**src/rtl/reg_file_serial_loader_pkg.sv**
```systemverilog
// Shared definitions for the register-file serial loader.
//   - Default register-file geometry (ADDR_W_DEF / DATA_W_DEF).
//   - FSM state encoding, op-bit encoding and frame-length helpers.
package reg_file_serial_loader_pkg;

  localparam int ADDR_W_DEF = 2;
  localparam int DATA_W_DEF = 4;

  typedef enum logic [2:0] {
    ST_IDLE,
    ST_SHIFT,
    ST_STOP,
    ST_WRITE,
    ST_READ
  } state_t;

  localparam logic OP_WRITE = 1'b1;

  // start + op + addr + data + stop
  function automatic int frame_len(input int addr_w, input int data_w);
    return 2 + addr_w + data_w + 1;
  endfunction

  localparam int FRAME_LEN = frame_len(ADDR_W_DEF, DATA_W_DEF);

endpackage

```
**src/rtl/serial_shift_counter.sv**
```systemverilog
// Shift register plus bit counter for the serial loader payload.
//   clk, rst_n : clock, asynchronous active-low reset
//   shift      : shift din into the LSB and advance the counter
//   clear      : zero both the shift register and the counter
//   din        : serial input bit
//   data       : shift-register contents, first received bit in the MSB
//   last_bit   : the next shift completes the payload
module serial_shift_counter #(
  parameter int WIDTH = 7
) (
  input  logic             clk,
  input  logic             rst_n,
  input  logic             shift,
  input  logic             clear,
  input  logic             din,
  output logic [WIDTH-1:0] data,
  output logic             last_bit
);

  localparam int CNT_W = (WIDTH > 1) ? $clog2(WIDTH) : 1;

  logic [CNT_W-1:0] count;

  assign last_bit = (count == CNT_W'(WIDTH - 1));

  // NOTE: sequential state uses non-blocking assignments so every register
  // samples the pre-edge values of its neighbours, exactly like flip-flops.
  always_ff @(posedge clk or negedge rst_n) begin
    if (!rst_n) begin
      data  <= '0;
      count <= '0;
    end else if (clear) begin
      data  <= '0;
      count <= '0;
    end else if (shift) begin
      data  <= {data[WIDTH-2:0], din};
      // Wrap on the final bit so the counter is ready for the next frame.
      count <= last_bit ? '0 : count + 1'b1;
    end
  end

endmodule

```
**src/rtl/reg_file_serial_loader.sv**
```systemverilog
// Serial command front-end for a small register file.
// Deserialises start/op/addr/data/stop frames from sdi (sampled on bit_en)
// into register-file writes or registered reads.
//   clk, rst_n : clock, asynchronous active-low reset
//   bit_en     : bit-sample strobe
//   sdi        : serial data in, idles high
//   rf_we      : file write enable (one-cycle pulse)
//   rf_addr    : file address (holds until the next accepted frame)
//   rf_wdata   : file write data (holds until the next accepted frame)
//   rf_rdata   : file combinational read data
//   rd_data    : captured read result
//   rd_valid   : one-cycle pulse, rd_data is new
//   frame_err  : one-cycle pulse, bad stop bit
//   busy       : FSM is not idle
module reg_file_serial_loader
  import reg_file_serial_loader_pkg::*;
#(
  parameter int ADDR_W = ADDR_W_DEF,
  parameter int DATA_W = DATA_W_DEF
) (
  input  logic              clk,
  input  logic              rst_n,
  input  logic              bit_en,
  input  logic              sdi,
  output logic              rf_we,
  output logic [ADDR_W-1:0] rf_addr,
  output logic [DATA_W-1:0] rf_wdata,
  input  logic [DATA_W-1:0] rf_rdata,
  output logic [DATA_W-1:0] rd_data,
  output logic              rd_valid,
  output logic              frame_err,
  output logic              busy
);

  // Payload is everything between start and stop: op, addr, data.
  localparam int PAYLOAD_W = frame_len(ADDR_W, DATA_W) - 2;

  state_t                 state;
  logic [PAYLOAD_W-1:0]   payload;
  logic                   last_bit;
  logic                   shift;
  logic                   clear;

  assign shift = bit_en && (state == ST_SHIFT);
  // Clearing on the start bit gives each frame a fresh counter and payload.
  assign clear = bit_en && (state == ST_IDLE) && !sdi;

  serial_shift_counter #(
    .WIDTH(PAYLOAD_W)
  ) u_shift (
    .clk     (clk),
    .rst_n   (rst_n),
    .shift   (shift),
    .clear   (clear),
    .din     (sdi),
    .data    (payload),
    .last_bit(last_bit)
  );

  always_ff @(posedge clk or negedge rst_n) begin
    if (!rst_n) begin
      state     <= ST_IDLE;
      rf_we     <= 1'b0;
      rf_addr   <= '0;
      rf_wdata  <= '0;
      rd_data   <= '0;
      rd_valid  <= 1'b0;
      frame_err <= 1'b0;
      busy      <= 1'b0;
    end else begin
      // Strobes are single-cycle unless a transition below re-asserts them.
      rf_we     <= 1'b0;
      rd_valid  <= 1'b0;
      frame_err <= 1'b0;

      case (state)
        ST_IDLE: begin
          if (bit_en && !sdi) begin
            state <= ST_SHIFT;
            busy  <= 1'b1;
          end
        end

        ST_SHIFT: begin
          if (bit_en && last_bit) begin
            state <= ST_STOP;
          end
        end

        ST_STOP: begin
          if (bit_en) begin
            if (sdi) begin
              rf_addr  <= payload[DATA_W +: ADDR_W];
              rf_wdata <= payload[DATA_W-1:0];
              if (payload[PAYLOAD_W-1] == OP_WRITE) begin
                state <= ST_WRITE;
                rf_we <= 1'b1;
              end else begin
                state <= ST_READ;
              end
            end else begin
              // Bad stop bit: drop the frame, touch nothing but frame_err.
              state     <= ST_IDLE;
              busy      <= 1'b0;
              frame_err <= 1'b1;
            end
          end
        end

        ST_WRITE: begin
          state <= ST_IDLE;
          busy  <= 1'b0;
        end

        ST_READ: begin
          // rf_addr has been stable for this whole cycle, so rf_rdata is valid.
          rd_data  <= rf_rdata;
          rd_valid <= 1'b1;
          state    <= ST_IDLE;
          busy     <= 1'b0;
        end

        default: begin
          state <= ST_IDLE;
          busy  <= 1'b0;
        end
      endcase
    end
  end

endmodule

```
**config.mk**
```make
export PLATFORM = sky130hd
export DESIGN_NAME = reg_file_serial_loader
export DESIGN_NICKNAME = d
export VERILOG_FILES = /design/src/rtl/reg_file_serial_loader_pkg.sv /design/src/rtl/serial_shift_counter.sv /design/src/rtl/reg_file_serial_loader.sv
export SDC_FILE = /design/constraint.sdc
export NUM_CORES = 1
export LEC_CHECK = 0
export ABC_AREA = 1
export BUFFER_PORTS_ARGS = -buffer_cell sky130_fd_sc_hd__buf_2
export CAP_MARGIN = 20
export CORE_UTILIZATION = 55
export DETAILED_ROUTE_END_ITERATION = 10
export PLACE_DENSITY = 0.79
export RECOVER_POWER = 50
export SETUP_SLACK_MARGIN = 0.3
export SLEW_MARGIN = 10
export SYNTH_ARGS = -nofsm -noshare
export SYNTH_HDL_FRONTEND = slang
export SYNTH_SLANG_ARGS = --single-unit
```
**constraint.sdc**
```tcl
create_clock -name clk -period 3 [get_ports clk]
set_clock_uncertainty 0.05 [all_clocks]
set_input_delay 0.3 -clock clk [delete_from_list [all_inputs] [get_ports clk]]
set_output_delay 0.3 -clock clk [all_outputs]
set_load 0.05 [all_outputs]
```
* After elaboration in Yosys (flattened, before gate mapping)
Cells that the tools add are included.
Word-level totals: register bits after elaboration 27, bits of input ports 8, word-level logic and storage cells 54
Cells by class: add/subtract/negate cells 1, equality and inequality tests 8, muxes and demuxes 23, bitwise logic cells 1, reductions and logical operators 11
Operators by type and width (count):
- 3-bit 2-to-1 mux | 8
- 7-bit 2-to-1 mux | 2
- 1-bit 2-to-1 mux | 11
- 3-bit one-hot mux with 3 select lines | 1
- 3-bit == test, second input constant | 2
- 3-bit AND reduction | 2
- 1-bit logical AND | 5
- 2-bit by 1-bit inequality test with 1-bit output, second input constant | 2
- 2-bit inequality test, second input constant | 2
- 4-bit AND reduction | 1
- 3-bit by 1-bit adder with 3-bit output, second input constant | 1
- 3-bit by 1-bit == test with 1-bit output, second input constant | 1
- 3-bit by 2-bit == test with 1-bit output, second input constant | 1
- 3-bit zero test | 1
- 1-bit one-hot mux with 3 select lines | 1
- 2-bit nonzero test | 1
- 1-bit zero test | 1
- 1-bit inverter | 1

* Depth between registers and ports, before layout
Gate-level depths: netlist of run 1.
word-level depth 4, gate-level depth with buffers 8, mapped depth without buffers 8

* Modules after synthesis
From an unflattened synthesis of run 1, not the netlist that was laid out.
Unflattened totals: cell total of the unflattened synthesis 139, area, all modules 1202.4 um^2
By module, submodules not included:
- reg_file_serial_loader | instances 1, cells each 90, area each 774.5 um^2, sequential area each 425.4 um^2
- serial_shift_counter | instances 1, cells each 49, area each 427.9 um^2, sequential area each 250.2 um^2

* Worst setup path before layout of run 1
Ideal clock, no wire load.
path kind register to register, start reg state[2], end reg rf_addr[1], setup time 0.120 ns, arrival 1.011 ns, data required time 2.830 ns, path slack 1.819 ns, stages on the path, launching flop included 8, path buffers 1, clock period less this slack 1.181 ns, cell sequence dfrtp_1 -> clkinv_2 -> nand3_2 -> nor2_2 -> nand2_2 -> buf_6 -> nand2_1 -> o21ai_2
On the way: cells in the longest elaborated chain, start to end 2
Ends and longest elaborated chain:
- from (decl) | RTL line reg_file_serial_loader.sv:38 | state_t state;
- from (signal assigned) | RTL line reg_file_serial_loader.sv:62 | state <= ST_IDLE;
- from (signal assigned) | RTL line reg_file_serial_loader.sv:79 | state <= ST_SHIFT;
- from (signal assigned) | RTL line reg_file_serial_loader.sv:86 | state <= ST_STOP;
- 3-bit by 2-bit == test with 1-bit output | RTL line reg_file_serial_loader.sv:76 | case (state)
- 3-bit AND reduction (no source line)
- to (signal assigned) | RTL line reg_file_serial_loader.sv:93 | rf_addr <= payload[DATA_W +: ADDR_W];
- to (decl) | RTL line reg_file_serial_loader.sv:26 | output logic [ADDR_W-1:0] rf_addr,
No other way between the ends. A chain may end at the register's enable or synchronous reset.

==> out/metrics.yaml, run 1 <==
clock_tree:
  clk_pin_slew_ps: 150
  post-cts-setup-buffer-count: 0
  post_cts_resized: 0
  htreeDepth: 1
  clock-sinks: 27
  clk_latency_ps: 330
  cts.path.max_buffers: 2
  cts_tree: "yes"
  cts_root_buf: "clkbuf_4"
  cts_buffers: 3
  cts_hold_buf: 1
route:
  firstDrtPassIters: 4
  routedWlPerCell_um: 10.9
  drc: 0
  ant_nets: 0
  initialDrtViolationCount: 24
  vias: 933
  via_per_inst: 4.88
  wl_mm: 2.08
timing:
  min_period_ps: 1670
  fin_tns_setup_ps: 0
  period_share: 0.558
  rsz0062_at_grt: "false"
  whs_ps: 111
  max_freq_mhz: 597
  worstMarginPinSlew_ps: 1370
  drv_slew: 0
  report.final.hold_viol_count: 0
  final-setup-viol-count: 0
  slew_headroom: 0.0842
worst_setup_path:
  cp_data_required_time_ps: 3180
  crit_path_end_kind: "asynchronous set/reset pin"
  cp.arrival_ps: 1860
  start_kind: "input port"
  timing.rr.end: "u_shift.data[2]$_DFFE_PN0P_"
  critical_path.top_delay_family: "buffers and inverters"
  crit_slowest_cell: "clkbuf_1"
  reg2regPathDepth: 6
  worst-path-max-fanout: 27
  crit_buf_inv: 2
  r2r-start: "state[2]$_DFFE_PN0P_"
  r2r_slack_ps: 1340
  max_stage_delay_ps: 1000
  crit_type: "in -> async"
  path_cells: "dlygate4sd3_1, clkbuf_1"
power:
  total_leakage_power_nw: 0.733
  internal_power_mw: 0.724
  p_sw_mw: 0.692
  clkPwrFrac: 0.115
  ir_worst_vdd_mv: 0.652
  seqPwrFrac: 0.408
  swShare: 0.489
  cellPowerDensity_nw_per_um2: 1040
  comb_power_share: 0.477
hold_path:
  hold_path.startpoint: "rf_rdata[1]"
  min_path_cells: 3
  hp-class: "in -> reg"
  hold_end: "rd_data[1]$_DFFE_PN0P_"
cells_and_area:
  syn_to_final_growth_pct: 11.4
  fill_cells: 179
  fin_util: 0.675
  antenna_cells: 0
  nets: 173
  drive_gt1_frac: 0.238
synthesis:
  ys_ff_latch: 27
  yosysMostFrequentCell: "nand2_1"
  ys_seq_area_frac: 0.552
  synthTopCellsByCount: "nand2_1, dfrtp_1, inv_1, nor2_1"
  synth_top_area_share: 0.552
  syn_area_um2: 1220
  async_reset_ff_frac: 1.00
  yosysUniqueCellTypes: 19
  yosysWarnings: 0
  netlist_instances: 139
  syn-num-nets: 147
  avgSynthCellArea_um2: 8.81
  synth-main-ff-cell: "dfrtp_1"
  synth-edff-count: 0
  synth_top_cell_by_area: "dfrtp_1"
  ys_top_cells_by_area: "dfrtp_1, nand2_1, inv_1"
placed_design:
  hpwl_mm: 1.59
  io_buffer_count: 21
  gp_congestion: 0.838
die:
  die_w_um: 49.2
  initial_core_util: 0.606
  num_rows: 16
  die-area_um2: 2420
  num_io_pins: 22
  core_um2: 2020
  die_h_um: 49.2
global_route:
  grt_pass1_wl_mm: 3.59
  antenna_found_initial: 0
  grt_max_degree: 28
  first_global_vias: 873
  globalRouteOverflowTotal: 0
  grt.total_usage: 0.202
flow_run:
  cap_violations: 0
outcome:
  status: "complete, no violations"
## worst min-delay path, stage by stage
cell and delay, ps:
buf_2 70, nand2_1 40, nand2_1 50
## per-stage QoR
step	instances	power, mW	setup slack [ps]	cell area (µm²)
finish	191	1.42	1330	1370
global route	191	1.53	962	1370
CTS	191	1.45	1660	1390
detailed placement	186	1.29	1690	1350
global placement	186	1.27	1750	1350
floorplan	139	1.14	1820	1220
## logic make-up after synthesis
family | share of synthesized area
simple gates | 0.286
flops | 0.552
buf+inv | 0.0746
compound gates | 0.0878
## layout by cell type (no fill, tap or decap), drive strengths merged
cell type    count
nand2           51
dfrtp           27
inv             21
buf             20
o21ai           16
nor2            13
nand3            5
clkbuf           4
nand4            3
clkinvlp         1
nand3b           1
a21oi            1
dlygate4sd3      1
## cell type report
type | count | area (µm²) | area share
clock inverter | 1 | 8.76 | 0.00642
clock buffer | 3 | 22.5 | 0.0165
sequential | 27 | 676 | 0.495
timing repair buffer | 22 | 114 | 0.0834
inverter | 21 | 80.1 | 0.0587
multi-input combinational | 90 | 430 | 0.315
tap | 27 | 33.8 | 0.0247
## sequential cells by signal, indices dropped and copies added (netlist names)
| name | count |
|---|---|
| u_shift.data | 7 |
| rd_data | 4 |
| rf_wdata | 4 |
| state | 3 |
| u_shift.count | 3 |
| rf_addr | 2 |
| busy | 1 |
| frame_err | 1 |
| rd_valid | 1 |
| rf_we | 1 |
## metal layers
layer / share of wire / wire (µm) / GRT usage / vias to the layer above
met5: 0 / 0 / 0 / -
met4: 0.013 / 27 / 0.103 / 0
met3: 0.032 / 66 / 0.0374 / 4
met2: 0.50 / 1040 / 0.322 / 17
met1: 0.46 / 952 / 0.264 / 433
li1: - / - / - / 479
## power by group through the flow
stage	clock network, mW	registers (mW)	logic, mW
after floorplan	0	0.798	0.338
after global placement	0	0.583	0.682
after detailed placement	0	0.589	0.702
after CTS	0.169	0.582	0.703
after global routing	0.183	0.595	0.750
final	0.162	0.577	0.676
## worst max path at each step
stage	startpoint	end	slack [ps]	cells after the start
finish	rst_n	u_shift.data[0]$_DFFE_PN0P_	1330	2
detailed placement	state[2]$_DFFE_PN0P_	rf_wdata[0]$_DFFE_PN0P_	1690	6
floorplan	state[2]$_DFFE_PN0P_	rf_addr[1]$_DFFE_PN0P_	1820	7
CTS	rf_wdata[1]$_DFFE_PN0P_	rf_wdata[1]	1660	1
global placement	state[2]$_DFFE_PN0P_	rf_wdata[0]$_DFFE_PN0P_	1750	6
global route	rst_n	u_shift.count[2]$_DFFE_PN0P_	960	2
Note: power is estimated with default switching activity, not from simulation.
==> inputs of run 2 (changes only) <==
- CORE_UTILIZATION: 55 -> 48
- PLACE_DENSITY: 0.79 -> 0.73
- clock period: 3 -> 1.45 ns (I/O delays scaled with it)
==> out/metrics.yaml, run 2 (synthesis results as in run 1) <==
outcome:
  status: "complete, no violations"
timing:
  final-setup-viol-count: 0
  report.final.hold_viol_count: 0
  max_freq_mhz: 756
  whs_ps: 122
  min_period_ps: 1320
  period_share: 0.912
  rsz0062_at_grt: "true"
  setup_slack_ps: 127
  slew_headroom: 0.560
  fin_tns_setup_ps: 0
  drv_slew: 0
  worstMarginPinSlew_ps: 660
global_route:
  globalRouteOverflowTotal: 0
  grt_max_degree: 28
  grt.total_usage: 0.209
  first_global_vias: 998
  grt_pass1_wl_mm: 4.11
  antenna_found_initial: 0
worst_setup_path:
  crit_buf_inv: 0
  cp_data_required_time_ps: 1620
  crit_path_end_kind: "flop"
  cp_num_cells: 6
  r2r_slack_ps: 130
  critical_path.top_delay_family: "simple AND/OR/NAND/NOR gates"
  crit_top_cell: "nor2_4"
  worst-path-max-fanout: 9
  crit_slowest_cell: "dfrtp_1"
  cp.arrival_ps: 1490
  reg2regPathDepth: 6
  crit_type: "reg -> reg"
  start_kind: "flop"
  max_stage_delay_ps: 440
  path_cells: "nor2_1, nand2_2, nor2_4, nor2_4, nand2_1, o21ai_0"
flow_run:
  cap_violations: 0
die:
  num_rows: 17
  die-area_um2: 2760
  num_io_pins: 22
  core_um2: 2300
  initial_core_util: 0.533
  die_w_um: 52.5
  die_h_um: 52.5
clock_tree:
  clock-sinks: 27
  clk_pin_slew_ps: 150
  cts_buffers: 3
  htreeDepth: 1
  cts.path.max_buffers: 2
  cts_tree: "yes"
  cts_root_buf: "clkbuf_4"
  clk_latency_ps: 330
placed_design:
  io_buffer_count: 21
  dp_slack_ps: 141
  place_inst: 187
  hpwl_mm: 1.68
  gp_congestion: 0.823
route:
  initialDrtViolationCount: 21
  via_per_inst: 4.96
  drc: 0
  wl_mm: 2.55
  routedWlPerCell_um: 12.3
  vias: 1032
  firstDrtPassIters: 4
  ant_nets: 0
cells_and_area:
  final_cell_mix: "nand2_1, dfrtp_1, inv_1"
  largest_reg_flops: 7
  mostFrequentLayoutCell: "nand2_1"
  drive_gt1_frac: 0.372
  layout.cells.non_filler: 208
  syn_to_final_growth_pct: 31.7
  reg_top3: "u_shift.data (7), rd_data (4), rf_wdata (4)"
  nets: 189
  regMostFlops: "u_shift.data"
  antenna_cells: 0
power:
  clkPwrFrac: 0.098
  p_sw_mw: 1.57
  seqPwrFrac: 0.361
  internal_power_mw: 1.78
  swShare: 0.468
  total_leakage_power_nw: 0.842
  cellPowerDensity_nw_per_um2: 2070
  comb_power_share: 0.541
  ir_worst_vdd_mv: 1.52
hold_path:
  hp-class: "in -> reg"
  min_path_cells: 3
[run 2: cell types whose count changed in the layout (fill, tap and decap cells not counted), moves of 4 or more]
cell,delta
nand2_2,+7
clkbuf_2,+6
buf_4,+12
buf_2,-14
nand2_1,-8
buf_6,+6
dlygate4sd3_1,+4
[run 2: worst paths after layout]
kind,startpoint,endpoint
worst max-delay path,state[0]$_DFFE_PN0P_,u_shift.data[3]$_DFFE_PN0P_
worst min-delay path,bit_en,rf_we$_DFF_PN0_
worst max register to register,state[0]$_DFFE_PN0P_,u_shift.data[3]$_DFFE_PN0P_
worst min register to register,busy$_DFFE_PN0P_,busy$_DFFE_PN0P_
max in group asynchronous,rst_n,u_shift.count[0]$_DFFE_PN0P_
min in group asynchronous,rst_n,rf_addr[0]$_DFFE_PN0P_
[run 2: repair_timing]
item | in CTS | in global routing
gates resized for setup | 19 | 20
buffers inserted | 2 | 9
setup endpoints to repair | 33 | 37
hold buffers | 5 | 0
endpoints found under the hold margin | 31 | 0
cloned | 1 | 0
pin swaps | 2 | 1
[run 2: power groups by stage]
stage | clock network [mW] | registers [mW] | logic [mW]
floorplan | 0 | 1.66 | 0.722
CTS | 0.335 | 1.21 | 1.64
global placement | 0 | 1.21 | 1.43
detailed placement | 0 | 1.23 | 1.48
finish | 0.327 | 1.21 | 1.81
global route | 0.364 | 1.24 | 1.97
[run 2: routing by layer]
metal  routed length (µm)  vias up  part of all wire  global-route usage
met5                    0        -                 0                   0
met4                   49        0             0.019               0.110
met3                   79        6             0.031              0.0290
met2                 1370       20              0.54               0.361
met1                 1050      489              0.41               0.249
li1                     -      517                 -                   -
[run 2: area by class of cell]
cell class,instances,area [µm²]
clock inverter,1,5.00
multi-input combinational,91,512
sequential,27,676
tap,28,35.0
fill,188,684
inverter,21,83.8
timing repair buffer,37,279
clock buffer,3,22.5
[run 2: through the flow]
stage / power [mW] / area (µm²) / utilization
3_5_place_dp: 2.71 / 1370 / 0.598
4_1_cts: 3.19 / 1530 / 0.664
5_1_grt: 3.58 / 1610 / 0.702
6_report: 3.35 / 1610 / 0.702
3_3_place_gp: 2.65 / 1370 / 0.598
2_1_floorplan: 2.38 / 1240 / -
[run 2: worst reg2reg max path: cells and delay by family, from the launching register on]
| kind | cells | cell delay (ps) |
|---|---|---|
| AOI/OAI and AO/OA | 1 | 80 |
| DFF | 1 | 440 |
| and+or+nand+nor | 5 | 650 |
